`config.mk`:
```
export PLATFORM = sky130hd
export DESIGN_NAME = tx_axis_arbiter
export DESIGN_NICKNAME = d
export VERILOG_FILES = /design/src/rtl/tx_arb_pkg.sv /design/src/rtl/axis_reg_slice.sv /design/src/rtl/tx_axis_arbiter.sv
export SDC_FILE = /design/constraint.sdc
export NUM_CORES = 1
export LEC_CHECK = 0
export BUFFER_PORTS_ARGS = -buffer_cell sky130_fd_sc_hd__clkbuf_2
export CELL_PAD_IN_SITES_DETAIL_PLACEMENT = 0
export CELL_PAD_IN_SITES_GLOBAL_PLACEMENT = 1
export CORE_MARGIN = 3
export CORE_UTILIZATION = 33
export DETAILED_ROUTE_END_ITERATION = 7
export GPL_TIMING_DRIVEN = 0
export PLACE_DENSITY = 0.87
export SLEW_MARGIN = 20
export SYNTH_ARGS = -nofsm -noshare
export SYNTH_HDL_FRONTEND = slang
export SYNTH_SLANG_ARGS = --single-unit
```
`constraint.sdc`:
```
create_clock -name clk -period 5.9 [get_ports clk]
set_input_delay 1.18 -clock clk [delete_from_list [all_inputs] [get_ports clk]]
set_output_delay 1.18 -clock clk [all_outputs]
set_load 0.02 [all_outputs]
```
`src/rtl/tx_arb_pkg.sv`:
```
// rtl/tx_arb_pkg.sv - shared types and constants for the tx AXIS frame arbiter
package tx_arb_pkg;

    localparam int AXIS_DATA_W       = 64;
    localparam int AXIS_KEEP_W       = 8;
    localparam int DEFAULT_MAX_BEATS = 1200;

    typedef enum logic [1:0] {
        IDLE  = 2'd0,
        XFER  = 2'd1,
        DRAIN = 2'd2
    } arb_state_t;

endpackage

```
`src/rtl/axis_reg_slice.sv`:
```
// rtl/axis_reg_slice.sv - single-stage AXIS register slice (data/keep/last/user)
module axis_reg_slice
    import tx_arb_pkg::*;
(
    input  logic                   clk,
    input  logic                   rst,
    input  logic [AXIS_DATA_W-1:0] s_tdata,
    input  logic [AXIS_KEEP_W-1:0] s_tkeep,
    input  logic                   s_tlast,
    input  logic                   s_tuser,
    input  logic                   s_tvalid,
    output logic                   s_tready,
    output logic [AXIS_DATA_W-1:0] m_tdata,
    output logic [AXIS_KEEP_W-1:0] m_tkeep,
    output logic                   m_tlast,
    output logic                   m_tuser,
    output logic                   m_tvalid,
    input  logic                   m_tready
);

    // The slice can take a beat when it is empty or its beat leaves this cycle.
    assign s_tready = ~m_tvalid | m_tready;

    // Load a new beat on acceptance; hold everything stable while stalled.
    always_ff @(posedge clk or posedge rst) begin
        if (rst) begin
            m_tdata  <= '0;
            m_tkeep  <= '0;
            m_tlast  <= 1'b0;
            m_tuser  <= 1'b0;
            m_tvalid <= 1'b0;
        end else if (s_tready) begin
            m_tvalid <= s_tvalid;
            if (s_tvalid) begin
                m_tdata <= s_tdata;
                m_tkeep <= s_tkeep;
                m_tlast <= s_tlast;
                m_tuser <= s_tuser;
            end
        end
    end

endmodule

```
`src/rtl/tx_axis_arbiter.sv`:
```
// rtl/tx_axis_arbiter.sv - frame-level 2:1 AXIS arbiter for tx MAC; option TX_ARB_STRICT_PRIO_EN
module tx_axis_arbiter
    import tx_arb_pkg::*;
#(
    parameter int MAX_BEATS = DEFAULT_MAX_BEATS,
    parameter int CNT_W     = 32
) (
    input  logic                   clk,
    input  logic                   rst,
    input  logic                   rx_pause_active,
    input  logic [AXIS_DATA_W-1:0] s0_axis_tdata,
    input  logic [AXIS_KEEP_W-1:0] s0_axis_tkeep,
    input  logic                   s0_axis_tvalid,
    output logic                   s0_axis_tready,
    input  logic                   s0_axis_tlast,
    input  logic                   s0_axis_tuser,
    input  logic [AXIS_DATA_W-1:0] s1_axis_tdata,
    input  logic [AXIS_KEEP_W-1:0] s1_axis_tkeep,
    input  logic                   s1_axis_tvalid,
    output logic                   s1_axis_tready,
    input  logic                   s1_axis_tlast,
    input  logic                   s1_axis_tuser,
    output logic [AXIS_DATA_W-1:0] m_axis_tdata,
    output logic [AXIS_KEEP_W-1:0] m_axis_tkeep,
    output logic                   m_axis_tvalid,
    input  logic                   m_axis_tready,
    output logic                   m_axis_tlast,
    output logic                   m_axis_tuser,
    output logic [1:0]             grant,
    output logic [CNT_W-1:0]       frame_cnt0,
    output logic [CNT_W-1:0]       frame_cnt1,
    output logic [15:0]            trunc_cnt
);

    localparam int               BEAT_W    = $clog2(MAX_BEATS + 1);
    localparam logic [BEAT_W-1:0] LAST_BEAT = BEAT_W'(MAX_BEATS - 1);

    arb_state_t              state;
    logic [BEAT_W-1:0]       beat_cnt;
    logic [1:0]              pick;

`ifndef TX_ARB_STRICT_PRIO_EN
    logic                    rr_ptr;
`endif

    logic                    owner;
    logic [AXIS_DATA_W-1:0]  own_tdata;
    logic [AXIS_KEEP_W-1:0]  own_tkeep;
    logic                    own_tvalid;
    logic                    own_tlast;
    logic                    own_tuser;
    logic                    own_tready;
    logic                    slice_ready;
    logic                    acc;
    logic                    at_limit;
    logic                    trunc;
    logic                    sl_valid;

    // grant is one-hot, so bit 1 alone selects the owning port.
    assign owner      = grant[1];
    assign own_tdata  = owner ? s1_axis_tdata  : s0_axis_tdata;
    assign own_tkeep  = owner ? s1_axis_tkeep  : s0_axis_tkeep;
    assign own_tvalid = owner ? s1_axis_tvalid : s0_axis_tvalid;
    assign own_tlast  = owner ? s1_axis_tlast  : s0_axis_tlast;
    assign own_tuser  = owner ? s1_axis_tuser  : s0_axis_tuser;

    // While draining a truncated frame the owner is always accepted and discarded.
    assign own_tready     = ((state == XFER) & slice_ready) | (state == DRAIN);
    assign s0_axis_tready = grant[0] & own_tready;
    assign s1_axis_tready = grant[1] & own_tready;

    assign acc      = (|grant) & own_tvalid & own_tready;
    assign at_limit = (beat_cnt == LAST_BEAT);
    assign trunc    = at_limit & ~own_tlast;
    assign sl_valid = (state == XFER) & (|grant) & own_tvalid;

    axis_reg_slice u_slice (
        .clk      (clk),
        .rst      (rst),
        .s_tdata  (own_tdata),
        .s_tkeep  (own_tkeep),
        .s_tlast  (own_tlast | trunc),
        .s_tuser  (own_tuser | trunc),
        .s_tvalid (sl_valid),
        .s_tready (slice_ready),
        .m_tdata  (m_axis_tdata),
        .m_tkeep  (m_axis_tkeep),
        .m_tlast  (m_axis_tlast),
        .m_tuser  (m_axis_tuser),
        .m_tvalid (m_axis_tvalid),
        .m_tready (m_axis_tready)
    );

    // Choose the next owner among the requesting ports.
    always_comb begin
        pick = 2'b00;
`ifdef TX_ARB_STRICT_PRIO_EN
        pick = s0_axis_tvalid ? 2'b01 : 2'b10;
`else
        if (s0_axis_tvalid && s1_axis_tvalid) begin
            pick = rr_ptr ? 2'b10 : 2'b01;
        end else begin
            pick = s0_axis_tvalid ? 2'b01 : 2'b10;
        end
`endif
    end

    // Frame arbitration, beat counting, truncation and per-port statistics.
    always_ff @(posedge clk or posedge rst) begin
        if (rst) begin
            state      <= IDLE;
            grant      <= 2'b00;
            beat_cnt   <= '0;
            frame_cnt0 <= '0;
            frame_cnt1 <= '0;
            trunc_cnt  <= '0;
`ifndef TX_ARB_STRICT_PRIO_EN
            rr_ptr     <= 1'b0;
`endif
        end else begin
            case (state)
                IDLE: begin
                    beat_cnt <= '0;
                    if (!rx_pause_active && (s0_axis_tvalid || s1_axis_tvalid)) begin
                        grant <= pick;
                        state <= XFER;
`ifndef TX_ARB_STRICT_PRIO_EN
                        if (s0_axis_tvalid && s1_axis_tvalid) begin
                            rr_ptr <= ~rr_ptr;
                        end
`endif
                    end
                end
                XFER: begin
                    if (acc) begin
                        if (own_tlast) begin
                            grant <= 2'b00;
                            state <= IDLE;
                            if (owner) begin
                                frame_cnt1 <= frame_cnt1 + 1'b1;
                            end else begin
                                frame_cnt0 <= frame_cnt0 + 1'b1;
                            end
                        end else if (at_limit) begin
                            state <= DRAIN;
                            if (trunc_cnt != 16'hFFFF) begin
                                trunc_cnt <= trunc_cnt + 16'd1;
                            end
                        end else begin
                            beat_cnt <= beat_cnt + 1'b1;
                        end
                    end
                end
                DRAIN: begin
                    if (acc && own_tlast) begin
                        grant <= 2'b00;
                        state <= IDLE;
                    end
                end
                default: begin
                    grant <= 2'b00;
                    state <= IDLE;
                end
            endcase
        end
    end

endmodule
```
# Word level (Yosys, flattened, before mapping)
# Index checks and enable logic that the tools add are counted.
totals:
  inputBits: 154
  rom_bits: 0
  latch_bits: 0
  wordCells: 81
  ff_bits: 171
  mem_bits_rw: 0
  memories: 0
  output_inout_bits: 159
op_classes:
  muxes: 22
  add_sub_neg: 4
  n_reduce_logical: 16
  n_shift: 0
  n_bitwise: 16
  div: 0
  mul: 0
  n_lt_le_gt_ge: 0
  n_eq_ne: 11
op_table:
  columns: ["cell", "n"]
  rows:
  - ["32-bit by 1-bit adder with 32-bit output, second input constant", 2]
  - ["64-bit 2-to-1 mux", 1]
  - ["11-bit 2-to-1 mux", 3]
  - ["2-bit 2-to-1 mux", 11]
  - ["11-bit one-hot mux with 2 select lines", 1]
  - ["4-bit AND reduction", 5]
  - ["16-bit by 1-bit adder with 16-bit output, second input constant", 1]
  - ["16-bit != test, second input constant", 1]
  - ["2-bit one-hot mux with 3 select lines", 2]
  - ["11-bit by 1-bit adder with 11-bit output, second input constant", 1]
  - ["11-bit equality test, second input constant", 1]
  - ["2-bit != test, second input constant", 5]
  - ["1-bit bitwise AND", 8]
  - ["8-bit 2-to-1 mux", 1]
  - ["5-bit AND reduction", 1]
  - ["1-bit NOT", 4]
  - ["1-bit bitwise OR", 4]
  - ["1-bit logical AND", 3]
  - ["1-bit 2-to-1 mux", 3]
  - ["3-bit != test, second input constant", 1]
  - ["3-bit AND reduction", 1]
  - ["2-bit by 1-bit equality test with 1-bit output, second input constant", 1]
  - ["2-bit equality test, second input constant", 1]
  - ["2-bit logical NOT", 1]
  - ["6 further kinds", 6]

# Longest topological paths before layout
# Gate-level depths: netlist of run 1.
depth:
  depth_word: 8
  mapped_depth: 8
  mapped_depth_nobuf: 6

# Hierarchy
# A second synthesis of run 1 with hierarchy kept.
hier_totals:
  hier_cells: 677
  area_unflattened_um2: 8570.7
modules_own_cells:
  columns: ["module", "seq_area_each_um2", "cells_per_inst", "area_per_inst_um2", "n_inst"]
  rows:
  - ["tx_axis_arbiter", 2402.3, 516, 5455.2, 1]
  - ["axis_reg_slice", 1876.8, 161, 3115.5, 1]

# Worst setup path after synthesis of run 1
# OpenSTA, ideal clock, no wires.
synth_timing:
  path_kind: "input-to-output"
  start: "in m_axis_tready"
  end: "out s0_axis_tready"
  slack_ns: 2.424
  arrival_time_ns: 2.296
  required_ns: 4.720
  path_stages: 5
  cell_sequence: "nor2b_1 > buf_2 > or2_2 > clkbuf_1 > a21boi_0"
synth_between:
  elab_chain_cells: 4
synth_rtl:
  columns: ["item", "line_no", "rtl"]
  rows:
  - ["start, declared", "tx_axis_arbiter.sv:26", "input logic m_axis_tready,"]
  - ["1-bit bitwise OR", "axis_reg_slice.sv:22", "assign s_tready = ~m_tvalid | m_tready;"]
  - ["1-bit bitwise AND", "tx_axis_arbiter.sv:68", "assign own_tready = ((state == XFER) & slice_ready) | (state == DRAIN);"]
  - ["1-bit bitwise OR", "tx_axis_arbiter.sv:68", null]
  - ["1-bit bitwise AND", "tx_axis_arbiter.sv:69", "assign s0_axis_tready = grant[0] & own_tready;"]
  - ["end, declared", "tx_axis_arbiter.sv:14", "output logic s0_axis_tready,"]
# No other way between the ends.

# Final worst setup path of run 1
layout_timing:
  start: "reg grant[1]"
  end: "out s1_axis_tready"
layout_between:
  elab_chain_cells: 1
layout_rtl:
  columns: ["item", "line_no", "rtl"]
  rows:
  - ["start, declared", "tx_axis_arbiter.sv:29", "output logic [1:0] grant,"]
  - ["start signal, assigned", "tx_axis_arbiter.sv:125", "grant <= pick;"]
  - ["1-bit bitwise AND", "tx_axis_arbiter.sv:70", "assign s1_axis_tready = grant[1] & own_tready;"]
  - ["end, declared", "tx_axis_arbiter.sv:20", "output logic s1_axis_tready,"]
# No other way between the ends.

==> results.md, run 1 <==
- Run status: finished clean
- Worst slew pin tran: 937 ps
- Most common cell in the synthesized netlist: dfrtp_1
- Clk_lat worst skew: 430 ps
- Initial DRC Count: 388
- Buffer cell driving the clock tree root: clkbuf_16
- Yosys warnings: 0
- First-pass GRT wire length: 37300 um
- Cts bufs inserted: 17
- Worst slew margin relative to its limit: 37.5%
- Setup Crit Path Kind: flop to output pin
- Remaining antenna violation count: 0
- Min Clock Period, post-route: 4050 ps
- Layout cell share with drive strength beyond 1: 33.4%
- Die area: 0.0263 mm2
- Final hold vios: 0
- Type of destination of the critical path: output pin
- Total iterations of the first detailed-routing run: 6
- Syn Nets: 918
- Clock tree skew after final layout: 15.7 ps
- Max Transition Viols Final: 0
- Vias in the first global route: 6864
- Clock net sink count: 171
- DIE HEIGHT: 162 um
- Unrepaired setup endpoints after global routing: no
- Global placement routability congestion: 0.810
- Clk slew on worst S/H paths: 60 ps
- Fin nets: 1250
- Leakage power figure: 5.34 nW
- Cell area after placement: 0.0100 mm2
- I/O pins: 313
- DRC violations left: 0
- Maximum buffer depth of the clock tree: 2
- Final antenna diode count: 0
- GR Util All Layers: 17.9%
- Path class of the lowest-slack min-delay path: flop to flop
- Post-synth EDFFs: 0
- Min Hold Slack: 468 ps
- Post-synthesis to final-layout area growth: 32.6%
- Number of filler cells placed in the layout: 2364
- Data arrival time of the worst path: 2870 ps
- Hold-fix buffers, CTS: 0
- Routed WL: 23400 um
- Dominant cells by area after synthesis: dfrtp_1 53%, mux2i_1 9.7%, nand2_1 5.0%, o21ai_0 4.9%, xor2_1 4.1%
- Via total after detailed routing: 6831
- PortBufs: 312
- Total overflow reported by the global router: 0
- Via count normalized by instance count: 4.80
- Initial antenna violation count: 0
- Largest net degree at the start of global routing: 99
- CTS H-tree depth: 4
- Average wire per cell in the routed design: 16.4 um
- DP HPWL: 17900 um
- Sum Neg Setup Slack: 0 ps
- Fraction of registers with async set or reset after synthesis: 100%
- Number of endpoints failing setup at the final stage: 0
- Post-synthesis cell count: 760
- Area of the core region: 0.0237 mm2
- PostCTS Resize Cnt: 0
- Synth cell types: 53
- Fraction of the yosys area taken by sequential cells: 53.3%
- Biggest fanout along the worst timing path: 10
- Kind of start point of the critical path: flop
- Syn_area_per_cell: 10.6 um2
- Flops & latches, synth: 171
- FMAX: 0.247 GHz
- Row cnt: 56
- Area of the mapped netlist: 0.00804 mm2
- Count of max-cap constraint violations: 0
- Ranking of synthesized cells by instance count: 171 x dfrtp_1, 107 x nand2_1, 79 x o21ai_0, 78 x mux2i_1, 38 x xor2_1
- Post-synth top area cell: dfrtp_1
- Final standard cell area without fillers: 0.0107 mm2
- CTS tree: yes
- Worst EP required: 4720 ps
- Final period utilization: 68.6%
- Postcts setup bufs: 0
- Top FF cell, synth: dfrtp_1
- Die X: 162 um
- Peak supply drop: 0.159 mV
- P per Cell Area: 231 mW/mm2
- Area share of the largest cell type after synthesis: 53.3%
- Initial standard-cell utilization of the core: 33.9%
-- report_power, final --
| group | leakage (nW) | switching, W | internal, W | total (W) |
|---|---|---|---|---|
| registers | 2.35 | 0 | 0.00117 | 0.00117 |
| clock network | 0.299 | 0.000503 | 0.000691 | 0.00119 |
| logic | 2.69 | 0.0000477 | 0.0000475 | 0.0000952 |
-- state kept, by name, summed over array words and instances (netlist names) --
name	cells
trunc_cnt	16
frame_cnt0	32
frame_cnt1	32
beat_cnt	11
rr_ptr	1
u_slice.m_tvalid	1
u_slice.m_tkeep	8
u_slice.m_tuser	1
u_slice.m_tlast	1
grant	2
u_slice.m_tdata	64
state	2
-- worst max-delay path: stages (launching register included) --
cell	delay, ps
dfrtp_1	340
buf_2	200
buf_1	710
buf_1	720
a21boi_0	260
clkbuf_2	220
-- kinds of logic (layout without fill, tap and decap cells) --
logic type      Yosys count  in the layout  synth area share (%)
xor+xnor                 75             75                  8.18
buf+inv                  51            396                  2.63
simple gates            272            272                  17.3
fa+ha+maj                 4              4                 0.623
mux                      84             84                  10.6
compound gates          103            103                  7.40
flops                   171            171                  53.3
-- final cells by class --
class / count / area (um2) / area share (%)
clock buffers: 19 / 443 / 4.16
inverters: 14 / 60.1 / 0.564
well taps: 319 / 399 / 3.75
flip-flops and latches: 171 / 4280 / 40.2
multi-input cells: 538 / 3540 / 33.3
repair buffers: 313 / 1590 / 14.9
plain buffers: 37 / 159 / 1.49
clock inverters: 13 / 180 / 1.69
-- cell usage in the layout (no fill, tap or decap), drive strengths merged, types with 2 or more instances in the layout --
cell type and n:
a21oi 6, nor4 4, nand3b 2, dfrtp 171
clkinvlp 2, nor3b 2, and2 3, inv 20
o21ai 79, a21boi 3, xnor2 37, nand2 109
clkbuf 352, or2 2, nand3 36, o31ai 2
buf 17, a2bb2oi 3, and3 14, nor2b 6
nor3 18, nand2b 3, and4 9, mux2i 78
xor2 38, a211o 2, nor2 34, ha 4
clkinv 2, mux2 6, nand4b 2, nand4 25
bufinv 3
-- stage by stage --
step	utilization [%]	total power, W	worst slack, ps	instances
finish	45.0	0.00246	1850	1424
global route	45.0	0.00256	1550	1424
global placement	42.2	0.00129	-1950	1391
CTS	45.0	0.00250	1710	1424
floorplan	-	0.00123	88.2	760
detailed placement	42.4	0.00129	2110	1392
-- routing by layer --
metal,vias to the layer above,part of all wire (%),global-route usage [%]
met4,0,2.1,5.12
li1,3305,-,-
met5,-,0,0
met3,27,5.8,4.08
met1,3255,44,23.6
met2,244,48,29.5
-- worst paths after layout --
| kind | startpoint | endpoint | slack (ps) | depth (start not counted) |
|---|---|---|---|---|
| worst min-delay path | rr_ptr | rr_ptr | 470 | 1 |
| max in group asynchronous | rst | trunc_cnt[15] | 4210 | 3 |
| worst min register to register | rr_ptr | rr_ptr | 470 | 1 |
| worst max register to register | u_slice.m_tvalid | u_slice.m_tdata[0] | 3160 | 8 |
| worst max-delay path | grant[1] | s1_axis_tready | 1850 | 5 |
| min in group asynchronous | rst | frame_cnt0[12] | 810 | 2 |
Power figures use the tool's default switching activity.
==> inputs of run 2 (changes only) <==
Settings changed: CORE_UTILIZATION 33 to 35, PLACE_DENSITY 0.87 to 0.88.
Clock period 5.9 ns to 4.1 ns, I/O delays scaled along.
==> results.md, run 2 (same netlist as run 1, synthesis figures left out) <==
- Hold-fix buffers, CTS: 0
- Number of endpoints failing setup at the final stage: 0
- Launch point of the worst reg-to-reg path: grant[1]
- PortBufs: 312
- Data arrival time of the worst path: 2880 ps
- Post-synthesis to final-layout area growth: 33.0%
- Type of destination of the critical path: output pin
- Run status: finished clean
- Vias in the first global route: 6808
- PostCTS Resize Cnt: 0
- Register with the most flip-flops: u_slice.m_tdata
- Row cnt: 54
- Global placement routability congestion: 0.796
- Final hold vios: 0
- R2r worst-path depth: 8
- Max Transition Viols Final: 0
- Cell type group with the largest total delay on the critical path: buffers and inverters
- CTS tree: yes
- DIE HEIGHT: 158 um
- Kind of start point of the critical path: flop
- Initial DRC Count: 321
- Min Hold Slack: 337 ps
- Via count normalized by instance count: 4.88
- Unrepaired setup endpoints after global routing: no
- Average wire per cell in the routed design: 17.0 um
- Largest registers: u_slice.m_tdata x64, frame_cnt0 x32, frame_cnt1 x32
- P per Cell Area: 330 mW/mm2
- Endpoint of the lowest-slack register-to-register path: u_slice.m_tdata[4]
- Top cell by count, worst path: buf_1
- Biggest fanout along the worst timing path: 10
- Max incr delay on CP: 840 ps
- Routed WL: 23500 um
- Setup Crit Path Kind: flop to output pin
- Remaining antenna violation count: 0
- Final Power: 0.00353 W
- DP HPWL: 18500 um
- Number of flip-flops under the largest register name: 64
- Maximum buffer depth of the clock tree: 2
- Most frequent standard cell in the layout excluding fill and tap cells: clkbuf_2
- Leakage power figure: 5.38 nW
- Layout cell share with drive strength beyond 1: 33.7%
- Worst slew margin relative to its limit: 30.6%
- First-pass GRT wire length: 36700 um
- Number of filler cells placed in the layout: 2139
- Standard cell with the maximum stage delay on the critical path: buf_1
- Peak supply drop: 0.205 mV
- Total overflow reported by the global router: 0
- Postcts setup bufs: 0
- Worst slew pin tran: 1040 ps
- Path class of the lowest-slack min-delay path: input port to asynchronous set/reset pin
- Clk_lat worst skew: 420 ps
- Sum Neg Setup Slack: 0 ps
- Cts bufs inserted: 17
- Buffer cell driving the clock tree root: clkbuf_16
- Clock tree skew after final layout: 16.7 ps
- Number of gates on the worst path with buffers counted: 5
- Final core utilization: 48.2%
- Min Clock Period, post-route: 3700 ps
- CTS H-tree depth: 4
- Via total after detailed routing: 6784
- Die area: 0.0248 mm2
- DRC violations left: 0
- GR Util All Layers: 18.8%
- Final antenna diode count: 0
- Commonest cells after routing, fill and taps aside: 312 x clkbuf_2, 171 x dfrtp_1, 107 x nand2_1
- Count of max-cap constraint violations: 0
- Clock net sink count: 171
- Flop-to-flop setup slack: 1290 ps
- FMAX: 0.271 GHz
- Number of buffers and inverters on the critical path: 4
- List of cells traversed by the critical path: buf_2, buf_1, buf_1, a21boi_0, clkbuf_2
- Worst EP required: 3280 ps
- Initial standard-cell utilization of the core: 36.3%
- Total iterations of the first detailed-routing run: 4
- Area of the core region: 0.0222 mm2
- Clk slew on worst S/H paths: 70 ps
- Final period utilization: 90.1%
- Fin nets: 1255
- I/O pins: 313
- Largest net degree at the start of global routing: 36
- Initial antenna violation count: 1
- Die X: 158 um
-- run 2: cell count changes in the layout (fill, tap and decap cells not counted), sizes merged --
cell / previous run / this run
inv: 20 / 21
buf: 17 / 22
clkbuf: 352 / 350
-- run 2: final cells by class --
type	instances	area, um2	area share, %
sequential	171	4280	40.0
timing repair buffer	318	1690	15.8
clock inverter	14	183	1.71
multi-input combinational	538	3540	33.2
tap	280	350	3.28
inverter	14	56.3	0.527
buffer	37	159	1.49
clock buffer	17	425	3.98
-- run 2: stage by stage --
stage / instance area (um2) / cells / setup WS (ps)
global placement: 9950 / 1352 / -54.6
floorplan: 8040 / 760 / 1100
global route: 10700 / 1389 / 191
detailed placement: 10100 / 1358 / 652
CTS: 10700 / 1389 / 313
finish: 10700 / 1389 / 405
-- run 2: worst max-delay path by stage --
stage	startpoint	to	slack (ps)
after global routing	grant[1]	s1_axis_tready	190
final	grant[1]	s1_axis_tready	400
after global placement	rst	trunc_cnt[0]	-50
after CTS	grant[1]	s1_axis_tready	310
after floorplan	rst	beat_cnt[0]	1100
after detailed placement	m_axis_tready	u_slice.m_tdata[4]	650
-- run 2: power breakdown --
part / switching [W] / internal (W) / leakage (nW)
Combinational: 0.0000703 / 0.0000776 / 2.73
Clock: 0.000716 / 0.000975 / 0.299
Sequential: 0 / 0.00169 / 2.35
-- run 2: routing by layer --
layer	GRT usage [%]	vias up	part of all wire [%]
li1	-	3307	-
met1	24.6	3256	43
met2	31.1	203	49
met3	4.89	16	5.9
met4	5.37	2	1.5
met5	0	-	0.055
